$ cat src/rtl/uio_tx_pkg.sv
// Shared types and constants for the uio pad-bus transmit end.
package uio_tx_pkg;

    typedef enum logic [2:0] {
        IDLE,
        DRIVE,
        STROBE,
        RELEASE,
        TURN
    } tx_state_t;

    localparam logic [7:0] OE_ALL  = 8'hFF;
    localparam logic [7:0] OE_NONE = 8'h00;

endpackage

$ cat src/rtl/sync_2ff.sv
// Two-flop synchronizer for a single asynchronous level, reset to 0.
module sync_2ff (
    input  logic clk,
    input  logic rst,
    input  logic i_d,
    output logic o_q
);

    logic r_meta;
    logic r_sync;

    always_ff @(posedge clk) begin
        if (rst) begin
            r_meta <= 1'b0;
            r_sync <= 1'b0;
        end else begin
            r_meta <= i_d;
            r_sync <= r_meta;
        end
    end

    assign o_q = r_sync;

endmodule

$ cat src/rtl/uio_pipe_tx.sv
// uio pad-bus transmitter: byte FIFO feeding a 4-phase strobe/ack handshake
// on the shared IO pins, with per-edge timeout and sticky error flags.
module uio_pipe_tx
    import uio_tx_pkg::*;
#(
    parameter int DEPTH        = 4,
    parameter int SETUP_CYCLES = 1,
    parameter int TIMEOUT      = 255
) (
    input  logic                       clk,
    input  logic                       rst,
    input  logic [7:0]                 wr_data,
    input  logic                       wr_en,
    input  logic                       clr_err,
    input  logic                       pad_ack,
    output logic [7:0]                 pad_out,
    output logic [7:0]                 pad_oe,
    output logic                       pad_stb,
    output logic                       full,
    output logic [$clog2(DEPTH+1)-1:0] level,
    output logic                       busy,
    output logic [7:0]                 sent_cnt,
    output logic                       err_ovf,
    output logic                       err_timeout
);

    localparam int PW   = $clog2(DEPTH);
    localparam int LW   = $clog2(DEPTH + 1);
    localparam int CMAX = (SETUP_CYCLES > TIMEOUT) ? SETUP_CYCLES : TIMEOUT;
    localparam int CW   = $clog2(CMAX + 1);

    logic            w_ack;
    logic [7:0]      r_mem [DEPTH];
    logic [PW-1:0]   r_wptr;
    logic [PW-1:0]   r_rptr;
    logic [LW-1:0]   r_level;
    logic [LW-1:0]   w_level_nxt;
    logic            r_full;
    logic            w_push;
    logic            w_ovf;

    tx_state_t       r_state;
    tx_state_t       w_state_nxt;
    logic [CW-1:0]   r_cnt;
    logic [CW-1:0]   w_cnt_nxt;
    logic [7:0]      r_pad_out;
    logic [7:0]      w_pad_out_nxt;
    logic [7:0]      r_pad_oe;
    logic [7:0]      w_pad_oe_nxt;
    logic            r_stb;
    logic            w_stb_nxt;
    logic            w_pop;
    logic            w_sent_inc;
    logic            w_to_evt;
    logic            r_busy;
    logic [7:0]      r_sent;
    logic            r_err_ovf;
    logic            r_err_to;

    sync_2ff u_ack_sync (
        .clk (clk),
        .rst (rst),
        .i_d (pad_ack),
        .o_q (w_ack)
    );

    // Push qualification uses the registered full flag, so a pop in the same
    // cycle does not rescue a push into a full FIFO.
    assign w_push = wr_en && !r_full;
    assign w_ovf  = wr_en && r_full;

    always_comb begin
        w_level_nxt = r_level;
        if (w_push && !w_pop) begin
            w_level_nxt = r_level + LW'(1);
        end else if (!w_push && w_pop) begin
            w_level_nxt = r_level - LW'(1);
        end
    end

    always_ff @(posedge clk) begin
        if (w_push) begin
            r_mem[r_wptr] <= wr_data;
        end
    end

    always_comb begin
        w_state_nxt   = r_state;
        w_cnt_nxt     = r_cnt;
        w_pad_out_nxt = r_pad_out;
        w_pad_oe_nxt  = r_pad_oe;
        w_stb_nxt     = r_stb;
        w_pop         = 1'b0;
        w_sent_inc    = 1'b0;
        w_to_evt      = 1'b0;
        case (r_state)
            IDLE: begin
                w_pad_oe_nxt = OE_NONE;
                w_stb_nxt    = 1'b0;
                if (r_level != '0) begin
                    w_pop         = 1'b1;
                    w_pad_out_nxt = r_mem[r_rptr];
                    w_pad_oe_nxt  = OE_ALL;
                    w_cnt_nxt     = '0;
                    w_state_nxt   = DRIVE;
                end
            end
            DRIVE: begin
                if (r_cnt == CW'(SETUP_CYCLES - 1)) begin
                    w_stb_nxt   = 1'b1;
                    w_cnt_nxt   = '0;
                    w_state_nxt = STROBE;
                end else begin
                    w_cnt_nxt = r_cnt + CW'(1);
                end
            end
            STROBE: begin
                if (w_ack) begin
                    w_stb_nxt   = 1'b0;
                    w_sent_inc  = 1'b1;
                    w_cnt_nxt   = '0;
                    w_state_nxt = RELEASE;
                end else if (r_cnt == CW'(TIMEOUT - 1)) begin
                    w_stb_nxt    = 1'b0;
                    w_pad_oe_nxt = OE_NONE;
                    w_to_evt     = 1'b1;
                    w_state_nxt  = TURN;
                end else begin
                    w_cnt_nxt = r_cnt + CW'(1);
                end
            end
            RELEASE: begin
                if (!w_ack) begin
                    w_pad_oe_nxt = OE_NONE;
                    w_state_nxt  = TURN;
                end else if (r_cnt == CW'(TIMEOUT - 1)) begin
                    w_stb_nxt    = 1'b0;
                    w_pad_oe_nxt = OE_NONE;
                    w_to_evt     = 1'b1;
                    w_state_nxt  = TURN;
                end else begin
                    w_cnt_nxt = r_cnt + CW'(1);
                end
            end
            TURN: begin
                w_state_nxt = IDLE;
            end
            default: begin
                w_pad_oe_nxt = OE_NONE;
                w_stb_nxt    = 1'b0;
                w_state_nxt  = IDLE;
            end
        endcase
    end

    always_ff @(posedge clk) begin
        if (rst) begin
            r_state   <= IDLE;
            r_cnt     <= '0;
            r_pad_out <= '0;
            r_pad_oe  <= OE_NONE;
            r_stb     <= 1'b0;
            r_busy    <= 1'b0;
            r_wptr    <= '0;
            r_rptr    <= '0;
            r_level   <= '0;
            r_full    <= 1'b0;
            r_sent    <= '0;
            r_err_ovf <= 1'b0;
            r_err_to  <= 1'b0;
        end else begin
            r_state   <= w_state_nxt;
            r_cnt     <= w_cnt_nxt;
            r_pad_out <= w_pad_out_nxt;
            r_pad_oe  <= w_pad_oe_nxt;
            r_stb     <= w_stb_nxt;
            r_busy    <= (w_state_nxt != IDLE);
            r_level   <= w_level_nxt;
            r_full    <= (w_level_nxt == LW'(DEPTH));
            if (w_push) begin
                r_wptr <= r_wptr + PW'(1);
            end
            if (w_pop) begin
                r_rptr <= r_rptr + PW'(1);
            end
            if (w_sent_inc) begin
                r_sent <= r_sent + 8'd1;
            end
            // An error event in the same cycle as clr_err keeps the flag set.
            if (w_ovf) begin
                r_err_ovf <= 1'b1;
            end else if (clr_err) begin
                r_err_ovf <= 1'b0;
            end
            if (w_to_evt) begin
                r_err_to <= 1'b1;
            end else if (clr_err) begin
                r_err_to <= 1'b0;
            end
        end
    end

    assign pad_out     = r_pad_out;
    assign pad_oe      = r_pad_oe;
    assign pad_stb     = r_stb;
    assign full        = r_full;
    assign level       = r_level;
    assign busy        = r_busy;
    assign sent_cnt    = r_sent;
    assign err_ovf     = r_err_ovf;
    assign err_timeout = r_err_to;

endmodule

$ cat config.mk
export PLATFORM = sky130hd
export DESIGN_NAME = uio_pipe_tx
export DESIGN_NICKNAME = d
export VERILOG_FILES = /design/src/rtl/uio_tx_pkg.sv /design/src/rtl/sync_2ff.sv /design/src/rtl/uio_pipe_tx.sv
export SDC_FILE = /design/constraint.sdc
export NUM_CORES = 1
export LEC_CHECK = 0
export ABC_AREA = 1
export CORE_MARGIN = 2
export CORE_UTILIZATION = 45
export CTS_CLUSTER_SIZE = 20
export DETAILED_ROUTE_END_ITERATION = 10
export PLACE_DENSITY = 0.67
export SETUP_SLACK_MARGIN = 0.05
export SYNTH_ARGS = -nofsm -noshare
export SYNTH_HDL_FRONTEND = slang
export SYNTH_SLANG_ARGS = --single-unit
$ cat constraint.sdc
create_clock -name clk -period 2.35 [get_ports clk]
set_clock_uncertainty 0.2 [all_clocks]
set_input_delay 0.235 -clock clk [delete_from_list [all_inputs] [get_ports clk]]
set_output_delay 0.235 -clock clk [all_outputs]
set_load 0.05 [all_outputs]
==> impl_metrics.json <==
{
  "grt_max_degree": 27,
  "slowest_stage": "clkdlybuf4s50_1",
  "crit_required_ns": 1.91,
  "grt-ovfl-total": 0,
  "drc_errors": 0,
  "setup_tns_ns": 0,
  "wl_per_cell_um": 13.03,
  "seqCellArea_sq_mm": 0.001942,
  "grt_util_met3": 0.03987,
  "crit_fanout": 6,
  "met2_usage": 0.2862,
  "yosys.area.top_type": "dfxtp_1",
  "cp-end-kind": "output pin",
  "htree_levels": 3,
  "holdWs_ns": 0.2144,
  "core-area_sq_mm": 0.007687,
  "dieHeight_um": 92.94,
  "grtUsageMet1": 0.2455,
  "crit_path_cell_trace": "clkdlybuf4s50_1",
  "drv_cap": 0,
  "area.growth.synth_to_final_pct": 22.28,
  "grt_usage": 0.1831,
  "seq_area_frac_synth": 0.5455,
  "synth_warnings": 0,
  "grt_pass1_vias": 2640,
  "avgSynthCellArea_sq_um": 8.661,
  "die-area_sq_mm": 0.008638,
  "postLayoutCoreUtil": 0.5662,
  "slew_headroom": 0.6434,
  "hold_class": "in -> reg",
  "multi_input_area_sq_mm": 0.001391,
  "clk_pin_slew_ns": 0.09,
  "cts_setup_buffers": 0,
  "cts-root-buf": "clkbuf_8",
  "synth_nets": 435,
  "p_per_area_mw_per_mm2": 1114,
  "crit_family": "buffers and inverters",
  "syn_inst": 411,
  "power.total_mw": 4.849,
  "nNetsFinal": 488,
  "start_util": 0.4631,
  "via_count": 2820,
  "r2r_setup_slack_ns": 0.41,
  "crit_type": "reg -> out",
  "slew_viol_final": 0,
  "synth_area_leaders": "dfxtp_1 28%, edfxtp_1 27%, nand2_1 7.8%",
  "yosysUniqueCellTypes": 29,
  "clkSinkCount": 81,
  "fin_crit_sh": 0.8756,
  "worst_pin_slew_ns": 0.5342,
  "rsz0062_at_grt": "no",
  "hold_viol_final": 0,
  "drt_wl_total_um": 7440,
  "place.gp.congestion": 0.8462,
  "leakage_nw": 1.717,
  "clk_path_buf_depth": 2,
  "top_usage_layer": "met2",
  "drive_gt1_frac": 0.1002,
  "ys_ff_latch": 81,
  "ios": 45,
  "dp.final_hpwl_um": 5190,
  "port_buffers": 44,
  "vias_per_cell": 4.939,
  "grt_antenna_before_repair": 0,
  "reg2reg_from": "level[0]$_SDFF_PP0_",
  "hold_path_startpoint": "pad_ack",
  "start_kind": "register",
  "crit_path_max_incr_delay_ns": 0.84,
  "cp_num_buf_inv": 1,
  "die_w_um": 92.94,
  "first_iter_violations": 141,
  "first_pass_iters": 4,
  "fillers": 702,
  "max_freq_mhz": 486.0,
  "ant_nets": 0,
  "grt_pass1_wl_um": 12330,
  "cts_tree": "yes",
  "syn_area_sq_mm": 0.003560,
  "ctsResizeCount": 0,
  "ir_drop_mv": 0.4673,
  "crit_start": "sent_cnt[3]$_SDFFE_PP0P_",
  "core.rowCount": 32,
  "finalCriticalPeriod_ns": 2.058,
  "worstPathArrival_ns": 1.62,
  "status": "finished clean",
  "ctsHoldBuffers": 0,
  "yosysTopAreaCellShare": 0.2756,
  "clk_latency_ns": 0.36,
  "setup_viol": 0,
  "cts_buffers": 9,
  "antenna_cells": 0
}
where the power goes:
group          leakage (nW)  switching (mW)  total [mW]  internal (mW)
logic                 0.919            1.36        1.96          0.607
clock network         0.103           0.565        1.08          0.514
registers             0.695           0.121        1.81           1.69
cells in the final DEF (no fill, tap or decap), types with 3 or more instances in the layout:
cell and instances:
nand3_1 22, xor2_1 3, nand2_1 74, ha_1 11, clkdlybuf4s50_1 44, a21oi_1 29
nor2_4 4, nand3_2 3, clkbuf_8 9, a31oi_1 9, nor2_1 60, nand4_1 3
dfxtp_1 49, buf_4 9, inv_1 37, nand2_2 3, inv_2 8, o21ai_0 35
inv_6 4, edfxtp_1 32, o21ai_1 4, nor3_1 4
path summary, 6_finish.rpt:
path	end	cells past startpoint
hold reg to reg	u_ack_sync.o_q$_SDFF_PP0_	2
hold / removal	u_ack_sync.r_meta$_SDFF_PP0_	3
setup reg to reg	pad_out[1]$_SDFFE_PP0N_	7
setup / recovery	sent_cnt[3]	1
worst reg2reg max path, cell delays in order, from the launching register on:
cell and delay [ns]:
dfxtp_1 0.39, inv_1 0.10, ha_1 0.21, nand2_1 0.13
nand3_4 0.20, inv_2 0.30, o21ai_0 0.14, a31oi_1 0.20
through the flow:
stage	cell area (sq um)	worst slack [ns]	instances
2_1_floorplan	3560	0.3746	411
3_3_place_gp	4145	0.3863	555
3_5_place_dp	4145	0.4139	555
4_1_cts	4353	0.2766	571
5_1_grt	4353	0.1946	571
6_report	4353	0.2923	571
cells in the mapped netlist:
cell type  count
nand2_1       74
nor2_1        60
dfxtp_1       49
inv_1         37
o21ai_0       35
edfxtp_1      32
a21oi_1       29
nand3_1       22
ha_1          11
a31oi_1        9
inv_2          8
clkbuf_1       6
buf_2          4
nor2_4         4
nor3_1         4
o21ai_1        4
nand2_2        3
nand3_2        3
nand4_1        3
xor2_1         3
clkinv_1       2
xnor2_1        2
and3_1         1
buf_4          1
nand3_4        1
nor2_2         1
nor2_8         1
nor3_2         1
o211ai_1       1
cell type report:
class,count,area share
repair buffers,53,0.1167
clock buffers,9,0.02846
well taps,102,0.02932
flip-flops and latches,81,0.4461
clock inverters,7,0.01926
multi-input cells,272,0.3196
inverters,47,0.04053
cells by family (layout without fill, tap and decap cells):
kind of cell             count (synthesis)  in the layout  share of synthesized area
adder cells (fa/ha/maj)                 11             11                    0.03866
AND/OR/NAND/NOR                        178            178                     0.2264
AO/OA/AOI/OAI                           78             78                     0.1135
flip-flops                              81             81                     0.5455
buffers and inverters                   58            116                    0.06362
XOR/XNOR                                 5              5                    0.01230
layer usage:
metal	wire length, um	part of all wire
met5	0	0
met4	126	0.017
met3	291	0.039
met2	3467	0.47
met1	3555	0.48
registers in the layout (all words and copies together), names as in the netlist:
register and cells:
busy 1, err_timeout 1, u_ack_sync.o_q 1, r_wptr 2
pad_out 8, level 3, r_mem 32, full 1
r_state 3, err_ovf 1, sent_cnt 8, r_cnt 8
r_rptr 2, pad_stb 1, pad_oe 8, u_ack_sync.r_meta 1
No activity file was read; power rests on OpenSTA's default activity.
